File: src/rtl/btn_stepper.sv
// btn_stepper: turns raw, bouncy, asynchronous board buttons into clean
// one-cycle paddle step requests (ply1_up/ply1_down/ply2_up/ply2_down).
// Each button passes through a 2-flop synchronizer and a counter debouncer.
// Each player has a direction FSM that issues a step pulse on press.
// Optional feature macro: BTN_STEPPER_AUTOREPEAT_EN
//   defined   -> holding a direction auto-repeats (HOLD_DELAY, then every STEP_PERIOD)
//   undefined -> exactly one pulse per press; HOLD_DELAY/STEP_PERIOD ignored
module btn_stepper #(
    parameter int DEBOUNCE_CYCLES = 250000,
    parameter int HOLD_DELAY      = 5000000,
    parameter int STEP_PERIOD     = 250000,
    parameter bit BTN_ACTIVE_LOW  = 1'b0
) (
    input  logic clk,
    input  logic rstn,
    input  logic btn1_up,
    input  logic btn1_down,
    input  logic btn2_up,
    input  logic btn2_down,
    output logic ply1_up,
    output logic ply1_down,
    output logic ply2_up,
    output logic ply2_down
);

    localparam int CNT_W = $clog2(DEBOUNCE_CYCLES + 1);
`ifdef BTN_STEPPER_AUTOREPEAT_EN
    localparam int TMR_MAX = (HOLD_DELAY > STEP_PERIOD) ? HOLD_DELAY : STEP_PERIOD;
    localparam int TMR_W   = $clog2(TMR_MAX + 1);
`endif

    // Reject configurations where any period would be zero cycles.
    if (DEBOUNCE_CYCLES < 1 || HOLD_DELAY < 1 || STEP_PERIOD < 1) begin : g_bad_cfg
        $error("btn_stepper: DEBOUNCE_CYCLES, HOLD_DELAY and STEP_PERIOD must be >= 1");
    end

    typedef enum logic [1:0] {
        S_IDLE   = 2'd0,
        S_HOLD   = 2'd1,
        S_REPEAT = 2'd2
    } state_t;

    typedef enum logic [1:0] {
        DIR_NONE = 2'd0,
        DIR_UP   = 2'd1,
        DIR_DOWN = 2'd2
    } dir_t;

    // Button index: 0 = p1 up, 1 = p1 down, 2 = p2 up, 3 = p2 down.
    logic [3:0]       raw;
    logic [3:0]       sync1_q;
    logic [3:0]       sync2_q;
    logic [3:0]       synced;
    logic [3:0]       deb_q;
    logic [3:0]       deb_d;
    logic [CNT_W-1:0] cnt_q [4];
    logic [CNT_W-1:0] cnt_d [4];

    dir_t             dir       [2];
    dir_t             dir_q     [2];
    state_t           state_q   [2];
    logic [1:0]       up_q;
    logic [1:0]       dn_q;
`ifdef BTN_STEPPER_AUTOREPEAT_EN
    logic [TMR_W-1:0] timer_q   [2];
`endif

    assign raw    = {btn2_down, btn2_up, btn1_down, btn1_up};
    assign synced = sync2_q ^ {4{BTN_ACTIVE_LOW}};

    // Two-flop synchronizer for the asynchronous button inputs.
    always_ff @(posedge clk) begin
        if (!rstn) begin
            sync1_q <= '0;
            sync2_q <= '0;
        end else begin
            sync1_q <= raw;
            sync2_q <= sync1_q;
        end
    end

    // Debounce next-state: count disagreeing cycles; flip level once the count has reached the limit.
    always_comb begin
        deb_d = deb_q;
        cnt_d = cnt_q;
        for (int i = 0; i < 4; i++) begin
            if (synced[i] != deb_q[i]) begin
                if (cnt_q[i] == CNT_W'(DEBOUNCE_CYCLES)) begin
                    deb_d[i] = ~deb_q[i];
                    cnt_d[i] = '0;
                end else begin
                    cnt_d[i] = cnt_q[i] + 1'b1;
                end
            end else begin
                cnt_d[i] = '0;
            end
        end
    end

    // Debounced levels and their counters.
    always_ff @(posedge clk) begin
        if (!rstn) begin
            deb_q <= '0;
            for (int i = 0; i < 4; i++) cnt_q[i] <= '0;
        end else begin
            deb_q <= deb_d;
            cnt_q <= cnt_d;
        end
    end

    // Per-player direction decode; both buttons pressed means no direction.
    always_comb begin
        for (int p = 0; p < 2; p++) begin
            dir[p] = DIR_NONE;
            if (deb_q[2*p] && !deb_q[2*p+1]) begin
                dir[p] = DIR_UP;
            end else if (!deb_q[2*p] && deb_q[2*p+1]) begin
                dir[p] = DIR_DOWN;
            end
        end
    end

    // Per-player step FSM with registered one-cycle pulse outputs.
    always_ff @(posedge clk) begin
        if (!rstn) begin
            up_q <= '0;
            dn_q <= '0;
            for (int p = 0; p < 2; p++) begin
                state_q[p] <= S_IDLE;
                dir_q[p]   <= DIR_NONE;
`ifdef BTN_STEPPER_AUTOREPEAT_EN
                timer_q[p] <= '0;
`endif
            end
        end else begin
            up_q <= '0;
            dn_q <= '0;
            for (int p = 0; p < 2; p++) begin
                case (state_q[p])
                    S_IDLE: begin
                        if (dir[p] != DIR_NONE) begin
                            up_q[p]    <= (dir[p] == DIR_UP);
                            dn_q[p]    <= (dir[p] == DIR_DOWN);
                            dir_q[p]   <= dir[p];
                            state_q[p] <= S_HOLD;
`ifdef BTN_STEPPER_AUTOREPEAT_EN
                            timer_q[p] <= '0;
`endif
                        end
                    end
                    S_HOLD: begin
                        if (dir[p] != dir_q[p]) begin
                            state_q[p] <= S_IDLE;
`ifdef BTN_STEPPER_AUTOREPEAT_EN
                        end else if (timer_q[p] == TMR_W'(HOLD_DELAY - 1)) begin
                            up_q[p]    <= (dir_q[p] == DIR_UP);
                            dn_q[p]    <= (dir_q[p] == DIR_DOWN);
                            timer_q[p] <= '0;
                            state_q[p] <= S_REPEAT;
                        end else begin
                            timer_q[p] <= timer_q[p] + 1'b1;
`endif
                        end
                    end
`ifdef BTN_STEPPER_AUTOREPEAT_EN
                    S_REPEAT: begin
                        if (dir[p] != dir_q[p]) begin
                            state_q[p] <= S_IDLE;
                        end else if (timer_q[p] == TMR_W'(STEP_PERIOD - 1)) begin
                            up_q[p]    <= (dir_q[p] == DIR_UP);
                            dn_q[p]    <= (dir_q[p] == DIR_DOWN);
                            timer_q[p] <= '0;
                        end else begin
                            timer_q[p] <= timer_q[p] + 1'b1;
                        end
                    end
`endif
                    default: begin
                        state_q[p] <= S_IDLE;
                    end
                endcase
            end
        end
    end

    assign ply1_up   = up_q[0];
    assign ply1_down = dn_q[0];
    assign ply2_up   = up_q[1];
    assign ply2_down = dn_q[1];

endmodule

File: config.mk
export PLATFORM = sky130hd
export DESIGN_NAME = btn_stepper
export DESIGN_NICKNAME = d
export VERILOG_FILES = /design/src/rtl/btn_stepper.sv
export SDC_FILE = /design/constraint.sdc
export NUM_CORES = 1
export LEC_CHECK = 0
export ABC_AREA = 1
export CORE_MARGIN = 2
export CORE_UTILIZATION = 37
export DETAILED_ROUTE_END_ITERATION = 7
export GPL_ROUTABILITY_DRIVEN = 0
export GPL_TIMING_DRIVEN = 0
export PLACE_DENSITY = 0.48
export SKIP_LAST_GASP = 1
export SLEW_MARGIN = 20
export SYNTH_ARGS = -nofsm -noshare
export SYNTH_HDL_FRONTEND = slang
export SYNTH_SLANG_ARGS = --single-unit
File: constraint.sdc
create_clock -name clk -period 1.65 [get_ports clk]
set_input_delay 0.2475 -clock clk [delete_from_list [all_inputs] [get_ports clk]]
set_output_delay 0.2475 -clock clk [all_outputs]
set_load 0.1 [all_outputs]
==> impl_results.md, run 1 <==
* Sequential share of power at 0.489
* Number of synthesized flops with an enable pin at 5
* Port-buffer cells at 9
* Clk slew on worst S/H paths at 70 ps
* Worst Hold Class: reg -> reg
* Layout cells sized above 1 at 0.0889
* Via Count at 3,961
* Hold path startpoint: sync1_q[2]$_SDFF_PN0_
* Post-Syn Nets at 679
* Initial detailed-routing violation count at between 200 and 250
* Mapped Avg Cell Area at 7.08 um^2
* P&R area growth vs syn at 14.3%
* Maxcap violations at 0
* CTS root buf: clkbuf_16
* Asr flop ratio synth at 0
* Post-Syn Area at between 4000 and 5000 um^2
* Post-place setup slack at -295 ps
* Worst skew pair latency at 340 ps
* Routed Antenna Nets at 0
* H-tree depth at 3
* Highest-delay cell along the critical path: dfxtp_1
* Buf+Inv Stages, Crit Path at 0
* Peak supply drop at 0.400 mV
* Die area at 13,600 um^2
* Synth top cells by count: nand2_1, nor2_1, dfxtp_1
* R2r worst-path depth at 6
* CP top delay family: simple AND/OR/NAND/NOR gates
* Final Cell Area at approximately 5300 um^2
* Slew Limit Fails at 0
* Switching Fraction at 0.194
* CORE AREA at 12,500 um^2
* Final wirelength at 9480 um
* Critical path data arrival time at around 1800 ps
* Critical Path, Cell by Cell: ha_1 > nand3_2 > nor2_2 > nand3_1 > or2_0 > a21oi_1
* Yosys warnings at 0
* # diodes at 0
* Clock Path Buffers at 2
* Critical path type: reg -> reg
* Total power at between 4 and 5 mW
* Largest net degree at the start of global routing at 16
* Most used flip-flop cell after synthesis: dfxtp_1
* Die X at 116 um
* Antenna violations before repair at 0
* Reg2reg end: cnt_q[50]$_SDFF_PP0_
* R2R Path Start: cnt_q[36]$_SDFF_PP0_
* I/O pin total at 10
* Min setup slack post-route at 169 ps
* Max Freq at 675 MHz
* Clock network power share at 0.495
* Setup Buffers After CTS at 0
* Leakage at 1.70 nW
* Number of nets in the layout at 699
* Worst hold endpoint: sync2_q[2]$_SDFF_PN0_
* First-pass GRT wire length at 16,800 um
* Number of global-route vias before repair at 3,636
* Yosys top cell area share at 0.381
* Worst Clk Skew at 4.86 ps
* Seq cells post-synth at 94
* RSZ-0062 raised after global routing: false
* Dpl hpwl at just over 7000 um
* Gr ovfl total at 0
* DRT Pass-1 Iters at 4
* Die H at 116 um
* Post-DP Area at between 4000 and 5000 um^2
* Internal power at approximately 3.8 mW
* Routed vias/inst at 4.62
* Final worst-path cycle share at 0.897
* CTS tree: yes
* DR DRC count at 0
* Status: complete, no violations
* Pwr/cell area at 884 nW/um^2
* Gr usage total at 0.155
* Reg2Reg Setup Slack at 170 ps
* Count of mapped cells out of synthesis at 661
* Cell accounting for the most synthesized area: dfxtp_1
* WP data required at 1930 ps
* Final count of negative-setup-slack endpoints at 0
* Initial Util at 0.375
* Relative slew slack at 0.634
* Post-synthesis sequential area ratio at 0.413
* TritonCTS buffer count at 9
* Final Hold Viols at 0
* CP startpoint kind: register
* Switching power at 919 uW
* Sink Count at 94
* Setup TNS at 0 ps
* Gate power share at 0.016
* Min cycle time layout at 1480 ps
* Routed len/inst at 11.0 um
* Maximum net fanout on the critical path at 6
* CP peak stage delay at 430 ps
* FP Rows at approximately 40
* Hold path depth at 2
* Least-Margin Pin Slew at 552 ps
* Worst Setup End Kind: register
* Synth cell types at 30
* Top cells by area, synth: dfxtp_1, nand2_1, nor2_1
cells in the final DEF, fill, tap and decap left out, types with 7 or more instances in the layout:
cell	synthesis	routed
nor2_1	143	142
or2_0	7	7
xnor2_1	13	13
nand3_2	8	8
xor2_1	22	22
inv_1	78	78
o21ai_0	13	13
a21oi_1	33	33
dfxtp_1	89	87
nand4_1	16	16
nand3_1	40	40
clkbuf_16	0	9
nand2_1	143	143
nor2_2	9	10
ha_1	12	12
power by group through the flow:
stage / Combinational (mW) / Clock [mW] / Sequential (mW)
2_1_floorplan: 0.0466 / 0 / 2.36
3_3_place_gp: 0.0749 / 0 / 2.36
3_5_place_dp: 0.0756 / 0 / 2.36
4_1_cts: 0.0759 / 2.42 / 2.31
5_1_grt: 0.0863 / 2.53 / 2.31
6_report: 0.0752 / 2.34 / 2.31
repair_timing:
action | CTS | global route
hold buffers | 0 | 0
gates resized for setup | 12 | 9
endpoints found under the setup margin | 4 | 21
logic make-up (layout without fill, tap and decap cells):
logic type                 count (synthesis)  count (layout)  synth area share
DFF                                       94              94             0.413
AOI/OAI and AO/OA                         53              53            0.0591
adders and majority gates                 12              12            0.0321
xor gates and xnor gates                  35              35            0.0655
and+or+nand+nor                          381             381             0.356
buffers and inverters                     86             111            0.0746
worst max-delay path by stage:
stage,startpoint,end,slack [ps],cells past startpoint
floorplan,deb_q[0]$_SDFFE_PN0P_,state_q[0]$_SDFFCE_PN0P_,260,5
global placement,rstn,dir_q[0][0]$_SDFFCE_PN0P_,-300,4
detailed placement,rstn,dir_q[0][0]$_SDFFCE_PN0P_,-300,4
CTS,cnt_q[54]$_SDFF_PP0_,cnt_q[68]$_SDFF_PP0_,50,8
global route,cnt_q[54]$_SDFF_PP0_,cnt_q[68]$_SDFF_PP0_,10,8
finish,cnt_q[36]$_SDFF_PP0_,cnt_q[50]$_SDFF_PP0_,170,6
worst register-to-register path, delay by kind of cell, from the launching register on:
| kind | cells | cell delay (ps) |
|---|---|---|
| AOI/OAI and AO/OA | 1 | 110 |
| adders and majority gates | 1 | 240 |
| DFF | 1 | 430 |
| and+or+nand+nor | 4 | 640 |
state kept, by name (all words and copies together) (netlist names):
signal and cells:
cnt_q 72, deb_q 4, dir_q 4, dn_q 2
state_q 2, sync1_q 4, sync2_q 4, up_q 2
routing by layer:
metal / vias to the layer above / share of wire / GRT usage
li1: 2114 / - / -
met1: 1802 / 0.51 / 0.210
met2: 30 / 0.45 / 0.242
met3: 15 / 0.021 / 0.0270
met4: 0 / 0.022 / 0.0690
met5: - / 0 / 0
metrics by stage:
stage	hold slack (ps)	utilization	std cells
final	412	0.429	858
after detailed placement	398	0.400	842
after global placement	398	0.400	842
after CTS	413	0.427	858
after floorplan	345	-	661
after global routing	439	0.429	858
area by class of cell:
type | count | area (um^2)
buffer | 6 | 53.8
clock buffer | 11 | 233
clock inverter | 5 | 100
fill | 1335 | 7120
inverter | 80 | 300
multi-input combinational | 481 | 2420
sequential | 94 | 1930
tap | 172 | 215
timing repair buffer | 9 | 95.1
Power figures use the tool's default switching activity.
==> inputs of run 2 (changes only) <==
CTS_CLUSTER_DIAMETER = 100   (was default)
HOLD_SLACK_MARGIN = 0.1   (was default)
==> results of run 2 <==
No change in the layout: final DEF, timing and power equal those of run 1.
